==> src/rtl/trace_fmt_pkg.sv <==
// trace_fmt_pkg: shared definitions for the CPU trace character emitter.
//   - ASCII constants for the fixed punctuation of a trace line
//   - record type codes (register write / memory store)
//   - emitter state enum
//   - hex / decimal digit-to-ASCII helpers
// Optional build macro: TRACE_EMIT_NEWLINE_EN (S_NL is only reached when it is defined).
package trace_fmt_pkg;

    localparam logic [7:0] CH_CARET  = 8'h5E;  // ^
    localparam logic [7:0] CH_AT     = 8'h40;  // @
    localparam logic [7:0] CH_COLON  = 8'h3A;  // :
    localparam logic [7:0] CH_DOLLAR = 8'h24;  // $
    localparam logic [7:0] CH_STAR   = 8'h2A;  // *
    localparam logic [7:0] CH_LT     = 8'h3C;  // <
    localparam logic [7:0] CH_EQ     = 8'h3D;  // =
    localparam logic [7:0] CH_HASH   = 8'h23;  // #
    localparam logic [7:0] CH_SPACE  = 8'h20;
    localparam logic [7:0] CH_NL     = 8'h0A;

    localparam logic [1:0] TYPE_REG = 2'd1;
    localparam logic [1:0] TYPE_MEM = 2'd2;

    localparam logic [13:0] TIME_MAX = 14'd9999;

    typedef enum logic [4:0] {
        S_IDLE, S_CARET, S_TIME, S_AT, S_PC, S_COLON, S_SPACE, S_SIGIL,
        S_GRF, S_ADDR, S_SP1, S_LT, S_EQ, S_SP2, S_DATA, S_HASH, S_NL
    } emit_state_e;

    function automatic logic [7:0] hex_char(input logic [3:0] n);
        // 'a' - 10 = 8'h57
        return (n < 4'd10) ? (8'h30 + {4'h0, n}) : (8'h57 + {4'h0, n});
    endfunction

    function automatic logic [7:0] dec_char(input logic [3:0] d);
        return 8'h30 + {4'h0, d};
    endfunction

endpackage

==> src/rtl/trace_bin2bcd.sv <==
// trace_bin2bcd: combinational double-dabble, 14-bit binary to four BCD digits.
// Ports:
//   bin_i   [13:0]      binary value (callers keep it <= 9999)
//   bcd_o   [3:0][3:0]  BCD digits, bcd_o[0] is the units digit
//   ndig_o  [2:0]       printed digit count without leading zeros (1..4)
module trace_bin2bcd
    import trace_fmt_pkg::*;
(
    input  logic [13:0]      bin_i,
    output logic [3:0][3:0]  bcd_o,
    output logic [2:0]       ndig_o
);

    logic [29:0] sh;

    always_comb begin
        sh = {16'd0, bin_i};
        for (int i = 0; i < 14; i++) begin
            for (int d = 0; d < 4; d++) begin
                if (sh[14 + 4*d +: 4] >= 4'd5)
                    sh[14 + 4*d +: 4] = sh[14 + 4*d +: 4] + 4'd3;
            end
            sh = sh << 1;
        end
    end

    assign bcd_o = sh[29:14];

    always_comb begin
        if (bcd_o[3] != 4'd0)      ndig_o = 3'd4;
        else if (bcd_o[2] != 4'd0) ndig_o = 3'd3;
        else if (bcd_o[1] != 4'd0) ndig_o = 3'd2;
        else                       ndig_o = 3'd1;  // zero still prints "0"
    end

endmodule

==> src/rtl/cpu_trace_emitter.sv <==
// cpu_trace_emitter: serialises one write-back record into a trace line,
//   "^<time>@<pc>: $<grf> <= <data>#"   (register write)
//   "^<time>@<pc>: *<addr> <= <data>#"  (memory store)
// one ASCII character per char_valid/char_ready handshake.
// Ports:
//   clk, reset (async, active low)
//   req_valid/req_ready + req_type/time/pc/grf/addr/data : record input
//   char/char_valid/char_ready                           : character stream
//   line_done : pulse the cycle after the last character is accepted
//   type_err  : pulse the cycle after an illegal-type record is dropped
// Build macro TRACE_EMIT_NEWLINE_EN: append 8'h0A after '#'.
module cpu_trace_emitter
    import trace_fmt_pkg::*;
(
    input  logic        clk,
    input  logic        reset,
    input  logic        req_valid,
    output logic        req_ready,
    input  logic [1:0]  req_type,
    input  logic [13:0] req_time,
    input  logic [31:0] req_pc,
    input  logic [4:0]  req_grf,
    input  logic [31:0] req_addr,
    input  logic [31:0] req_data,
    output logic [7:0]  char,
    output logic        char_valid,
    input  logic        char_ready,
    output logic        line_done,
    output logic        type_err
);

    emit_state_e state_q, state_d;
    logic [2:0]  cnt_q, cnt_d;
    logic        is_mem_q;
    logic [13:0] time_q;
    logic [31:0] pc_q, addr_q, data_q;
    logic [4:0]  grf_q;
    logic        line_done_q, type_err_q;

    logic            accept, type_ok, hs, last_hs;
    logic [3:0][3:0] t_bcd, g_bcd;
    logic [2:0]      t_nd, g_nd;
    logic            t_last, g_last, h_last;
    logic [1:0]      t_idx, g_idx;
    logic [31:0]     hex_word;
    logic [3:0]      nib;

    assign type_ok = (req_type == TYPE_REG) || (req_type == TYPE_MEM);
    assign accept  = req_valid && req_ready;
    assign hs      = char_valid && char_ready;

    trace_bin2bcd u_time_bcd (.bin_i(time_q),          .bcd_o(t_bcd), .ndig_o(t_nd));
    trace_bin2bcd u_grf_bcd  (.bin_i({9'd0, grf_q}),   .bcd_o(g_bcd), .ndig_o(g_nd));

    // Counter walks digits MSB first; the digit index counts down from ndig-1.
    assign t_last = (cnt_q == t_nd - 3'd1);
    assign g_last = (cnt_q == g_nd - 3'd1);
    assign h_last = (cnt_q == 3'd7);
    assign t_idx  = t_nd[1:0] - 2'd1 - cnt_q[1:0];
    assign g_idx  = g_nd[1:0] - 2'd1 - cnt_q[1:0];

`ifdef TRACE_EMIT_NEWLINE_EN
    assign last_hs = hs && (state_q == S_NL);
`else
    assign last_hs = hs && (state_q == S_HASH);
`endif

    // State register
    always_ff @(posedge clk or negedge reset) begin
        if (!reset) begin
            state_q <= S_IDLE;
            cnt_q   <= 3'd0;
        end else begin
            state_q <= state_d;
            cnt_q   <= cnt_d;
        end
    end

    // Next-state logic; multi-character states clear the counter on exit.
    always_comb begin
        state_d = state_q;
        cnt_d   = cnt_q;
        if (state_q == S_IDLE) begin
            if (accept && type_ok) begin
                state_d = S_CARET;
                cnt_d   = 3'd0;
            end
        end else if (hs) begin
            case (state_q)
                S_CARET: state_d = S_TIME;
                S_TIME:  if (t_last) begin state_d = S_AT; cnt_d = 3'd0; end
                         else cnt_d = cnt_q + 3'd1;
                S_AT:    state_d = S_PC;
                S_PC:    if (h_last) begin state_d = S_COLON; cnt_d = 3'd0; end
                         else cnt_d = cnt_q + 3'd1;
                S_COLON: state_d = S_SPACE;
                S_SPACE: state_d = S_SIGIL;
                S_SIGIL: state_d = is_mem_q ? S_ADDR : S_GRF;
                S_GRF:   if (g_last) begin state_d = S_SP1; cnt_d = 3'd0; end
                         else cnt_d = cnt_q + 3'd1;
                S_ADDR:  if (h_last) begin state_d = S_SP1; cnt_d = 3'd0; end
                         else cnt_d = cnt_q + 3'd1;
                S_SP1:   state_d = S_LT;
                S_LT:    state_d = S_EQ;
                S_EQ:    state_d = S_SP2;
                S_SP2:   state_d = S_DATA;
                S_DATA:  if (h_last) begin state_d = S_HASH; cnt_d = 3'd0; end
                         else cnt_d = cnt_q + 3'd1;
`ifdef TRACE_EMIT_NEWLINE_EN
                S_HASH:  state_d = S_NL;
`else
                S_HASH:  state_d = S_IDLE;
`endif
                default: state_d = S_IDLE;
            endcase
        end
    end

    // Output logic: char is a pure function of registered state, so it
    // holds still whenever the state is frozen by backpressure.
    always_comb begin
        case (state_q)
            S_PC:    hex_word = pc_q;
            S_ADDR:  hex_word = addr_q;
            default: hex_word = data_q;
        endcase
        nib = hex_word[{~cnt_q, 2'b00} +: 4];

        case (state_q)
            S_CARET: char = CH_CARET;
            S_TIME:  char = dec_char(t_bcd[t_idx]);
            S_AT:    char = CH_AT;
            S_PC, S_ADDR, S_DATA: char = hex_char(nib);
            S_COLON: char = CH_COLON;
            S_SPACE, S_SP1, S_SP2: char = CH_SPACE;
            S_SIGIL: char = is_mem_q ? CH_STAR : CH_DOLLAR;
            S_GRF:   char = dec_char(g_bcd[g_idx]);
            S_LT:    char = CH_LT;
            S_EQ:    char = CH_EQ;
            S_HASH:  char = CH_HASH;
            S_NL:    char = CH_NL;
            default: char = 8'h00;
        endcase
        char_valid = (state_q != S_IDLE);
        req_ready  = (state_q == S_IDLE);
    end

    // Record capture; time saturates here so the BCD path never sees > 9999.
    always_ff @(posedge clk or negedge reset) begin
        if (!reset) begin
            is_mem_q <= 1'b0;
            time_q   <= 14'd0;
            pc_q     <= 32'd0;
            grf_q    <= 5'd0;
            addr_q   <= 32'd0;
            data_q   <= 32'd0;
        end else if (accept && type_ok) begin
            is_mem_q <= (req_type == TYPE_MEM);
            time_q   <= (req_time > TIME_MAX) ? TIME_MAX : req_time;
            pc_q     <= req_pc;
            grf_q    <= req_grf;
            addr_q   <= req_addr;
            data_q   <= req_data;
        end
    end

    always_ff @(posedge clk or negedge reset) begin
        if (!reset) begin
            line_done_q <= 1'b0;
            type_err_q  <= 1'b0;
        end else begin
            line_done_q <= last_hs;
            type_err_q  <= accept && !type_ok;
        end
    end

    assign line_done = line_done_q;
    assign type_err  = type_err_q;

endmodule

==> config.mk <==
export PLATFORM = sky130hd
export DESIGN_NAME = cpu_trace_emitter
export DESIGN_NICKNAME = d
export VERILOG_FILES = /design/src/rtl/trace_fmt_pkg.sv /design/src/rtl/trace_bin2bcd.sv /design/src/rtl/cpu_trace_emitter.sv
export SDC_FILE = /design/constraint.sdc
export NUM_CORES = 1
export LEC_CHECK = 0
export BUFFER_PORTS_ARGS = -buffer_cell sky130_fd_sc_hd__buf_2
export CORE_MARGIN = 5
export CORE_UTILIZATION = 55
export CTS_BUF_LIST = sky130_fd_sc_hd__clkbuf_4 sky130_fd_sc_hd__clkbuf_8
export DETAILED_ROUTE_END_ITERATION = 16
export PLACE_DENSITY_LB_ADDON = 0.05
export SLEW_MARGIN = 10
export SYNTH_ARGS = -nofsm -noshare
export SYNTH_HDL_FRONTEND = slang
export SYNTH_SLANG_ARGS = --single-unit
==> constraint.sdc <==
create_clock -name clk -period 17.6 [get_ports clk]
set_input_delay 3.52 -clock clk [delete_from_list [all_inputs] [get_ports clk]]
set_output_delay 3.52 -clock clk [all_outputs]
set_load 0.02 [all_outputs]
==> results.tsv <==
metric	value	unit
total number of vias	11450	
chip width	153.5	microns
DRT Pass-1 Iters	5	
synthesized area per cell	7.636	sq um
reg2reg path depth	55	
Post-Syn Area	11330	sq um
cell area after placement	12080	sq um
fraction of registers with async set/reset	1.000	
CP delay by family, top	compound AO/OA/AOI/OAI gates	
minimum clock period	16.62	ns
post-synth top area cell	dfrtp_1	
CTS Sinks	125	
Largest stage delay, worst path	0.72	ns
Critical path origin	time_q[12]	
Die H	153.5	microns
final setup fails	0	
NumNets Final	1711	
iteration-0 DRC count of the detailed router	874	
Bufs on Longest Clock Path	2	
Clk pin slew, worst setup/hold paths	0.09	ns
worst rel slew slack	0.3734	
top-count cell post-synth	nand2_1	
htree depth	4	
TritonCTS Buffers	17	
top_reg_cell synth	dfrtp_1	
R2R setup slack	5.03	ns
Worst EP required	14.08	ns
crit path capture type	primary output	
vias in the first global route	10790	
# DRC	0	
CP Data Arrival Time	13.10	ns
initial antenna violation count	0	
Non-Filler Instances	1837	
hold path startpoint	data_q[3]	
CP Depth	56	
Post-Layout Inst Area	12610	sq um
HPWL after DPL	22650	microns
FP Rows	52	
# Max-Cap Violations	0	
Fin Clk Skew	0.01686	ns
R2R Path Start	time_q[12]	
Total Routed Length	31610	microns
Cells after Synth	1484	
status	finished clean	
Syn Nets	1639	
crit path buf inv count	8	
hold crit path type	reg2reg	
total gr overflow	0	
crit path to	char[3]	
TNS Setup	0	ns
most frequent CP cell	ha_1	
Ys Warns	0	
Commonest cells post-synth	nand2_1, dfrtp_1, nor2_1, a21oi_1, clkbuf_1	
PortBufs	131	
synth unique cells	105	
critical path class	reg2out	
wire length per cell	17.21	microns
first-pass GRT wire length	53270	microns
Worst setup SP type	flop	
Routed Antenna Nets	0	
largest net degree at the start of global routing	85	
worst slew pin tran	0.9399	ns
Initial Util	0.5600	
GRT Util Overall	0.2631	
max-slew violations	0	
Max Clock Freq	60.18	MHz
Hold Fails Final Rpt	0	
Max FO, Critical Path	11	
gpl congestion	0.9058	
cts-stage hold buffer count	0	
cells taking the most area after synthesis	dfrtp_1, nand2_1, ha_1	
Seq/Total Area, Yosys	0.2760	
die footprint	23570	sq um
RSZ-0062 raised after global routing	false	
clock latency at the later pin of the worst-skew pair	0.43	ns
final cycle utilization of the critical path	0.9441	
CORE AREA	20230	sq um
placed insts	1804	
num ports	133	
CTS root buffer	clkbuf_8	
Area Overhead vs Synth	11.31	%
EDFF count, synth	0	
diode count	0	
fraction of layout cells with a size suffix above 1	0.1774	
drt via density	6.232	
slowest CP cell	a211oi_1	
TritonCTS clock tree	built	
worst r2r dst	cnt_q[1]	
synthesis-stage register bit count	125	
post-synth top area share	0.2760	
[worst min-delay path, stage by stage, from the launching register on]
cell	delay, ns
dfrtp_1	0.34
nand2_1	0.05
nand2_1	0.05
[flip-flops by register name, summed over array words and instances, names as in the netlist]
signal,cells
grf_q,5
type_err,1
addr_q,32
state_q,4
is_mem_q,1
cnt_q,3
time_q,14
pc_q,32
data_q,32
line_done,1
[cells by family after synthesis]
group	synth area share
AO/OA/AOI/OAI	0.2956
flip-flops	0.2760
adder cells (fa/ha/maj)	0.03754
buffers and inverters	0.05057
multiplexers	0.05278
XOR/XNOR	0.02175
AND/OR/NAND/NOR	0.2654
other	0.0003309
[layout by cell type, fill, tap and decap left out, drive strengths merged, types with 10 or more instances in the layout]
cell     count
mux2        12
o21ai       71
mux2i       19
nor4        13
a32o        10
nand3       50
a21o        12
xnor2       20
a221oi      28
a31oi       14
clkbuf      17
or3         11
nor2        87
o211ai      23
nor3        40
mux4        11
a211oi      25
a22oi       18
dfrtp      125
o2111ai     16
buf        151
o22ai       10
nand2      376
nand2b      20
ha          34
or4         10
a21oi       85
inv         44
o21a        13
[final cells by class]
type / instances / area [sq um]
multi-input cells: 1216 / 7745
fillers: 1851 / 7621
flip-flops and latches: 125 / 3129
repair buffers: 151 / 808.3
well taps: 270 / 337.8
clock buffers: 17 / 234.0
clock inverters: 13 / 190.2
inverters: 45 / 168.9
[stage by stage]
step | worst slack, ns | hold slack [ns] | utilization
after floorplan | 1.964 | 0.4403 | -
after global placement | 0.7099 | 0.4536 | 0.5970
after detailed placement | 0.2169 | 0.4612 | 0.5970
after CTS | 0.009797 | 0.4796 | 0.6187
after global routing | 0.01060 | 0.5042 | 0.6234
final | 0.9837 | 0.4769 | 0.6234
[layer usage]
layer | global-route usage | share of wire | vias up
li1 | - | - | 5634
met1 | 0.3737 | 0.45 | 5396
met2 | 0.4395 | 0.48 | 380
met3 | 0.02417 | 0.049 | 39
met4 | 0.05929 | 0.016 | 0
met5 | 0 | 0 | -
[timing repair]
action,in CTS,in global routing
setup endpoints to repair,4,4
pin swaps,0,1
buffers inserted,0,3
gates resized for setup,6,18
gates cloned,0,0
[how the worst min path moves through the flow]
stage	to	slack [ns]	depth (start not counted)
finish	data_q[3]	0.48	2
global route	data_q[27]	0.50	2
CTS	data_q[30]	0.48	2
detailed placement	data_q[7]	0.46	2
global placement	data_q[7]	0.45	2
floorplan	data_q[20]	0.44	2
Power is left out: the tool's default activity adds up to more than one toggle a clock period on the data nets, which glitch-free logic cannot reach.
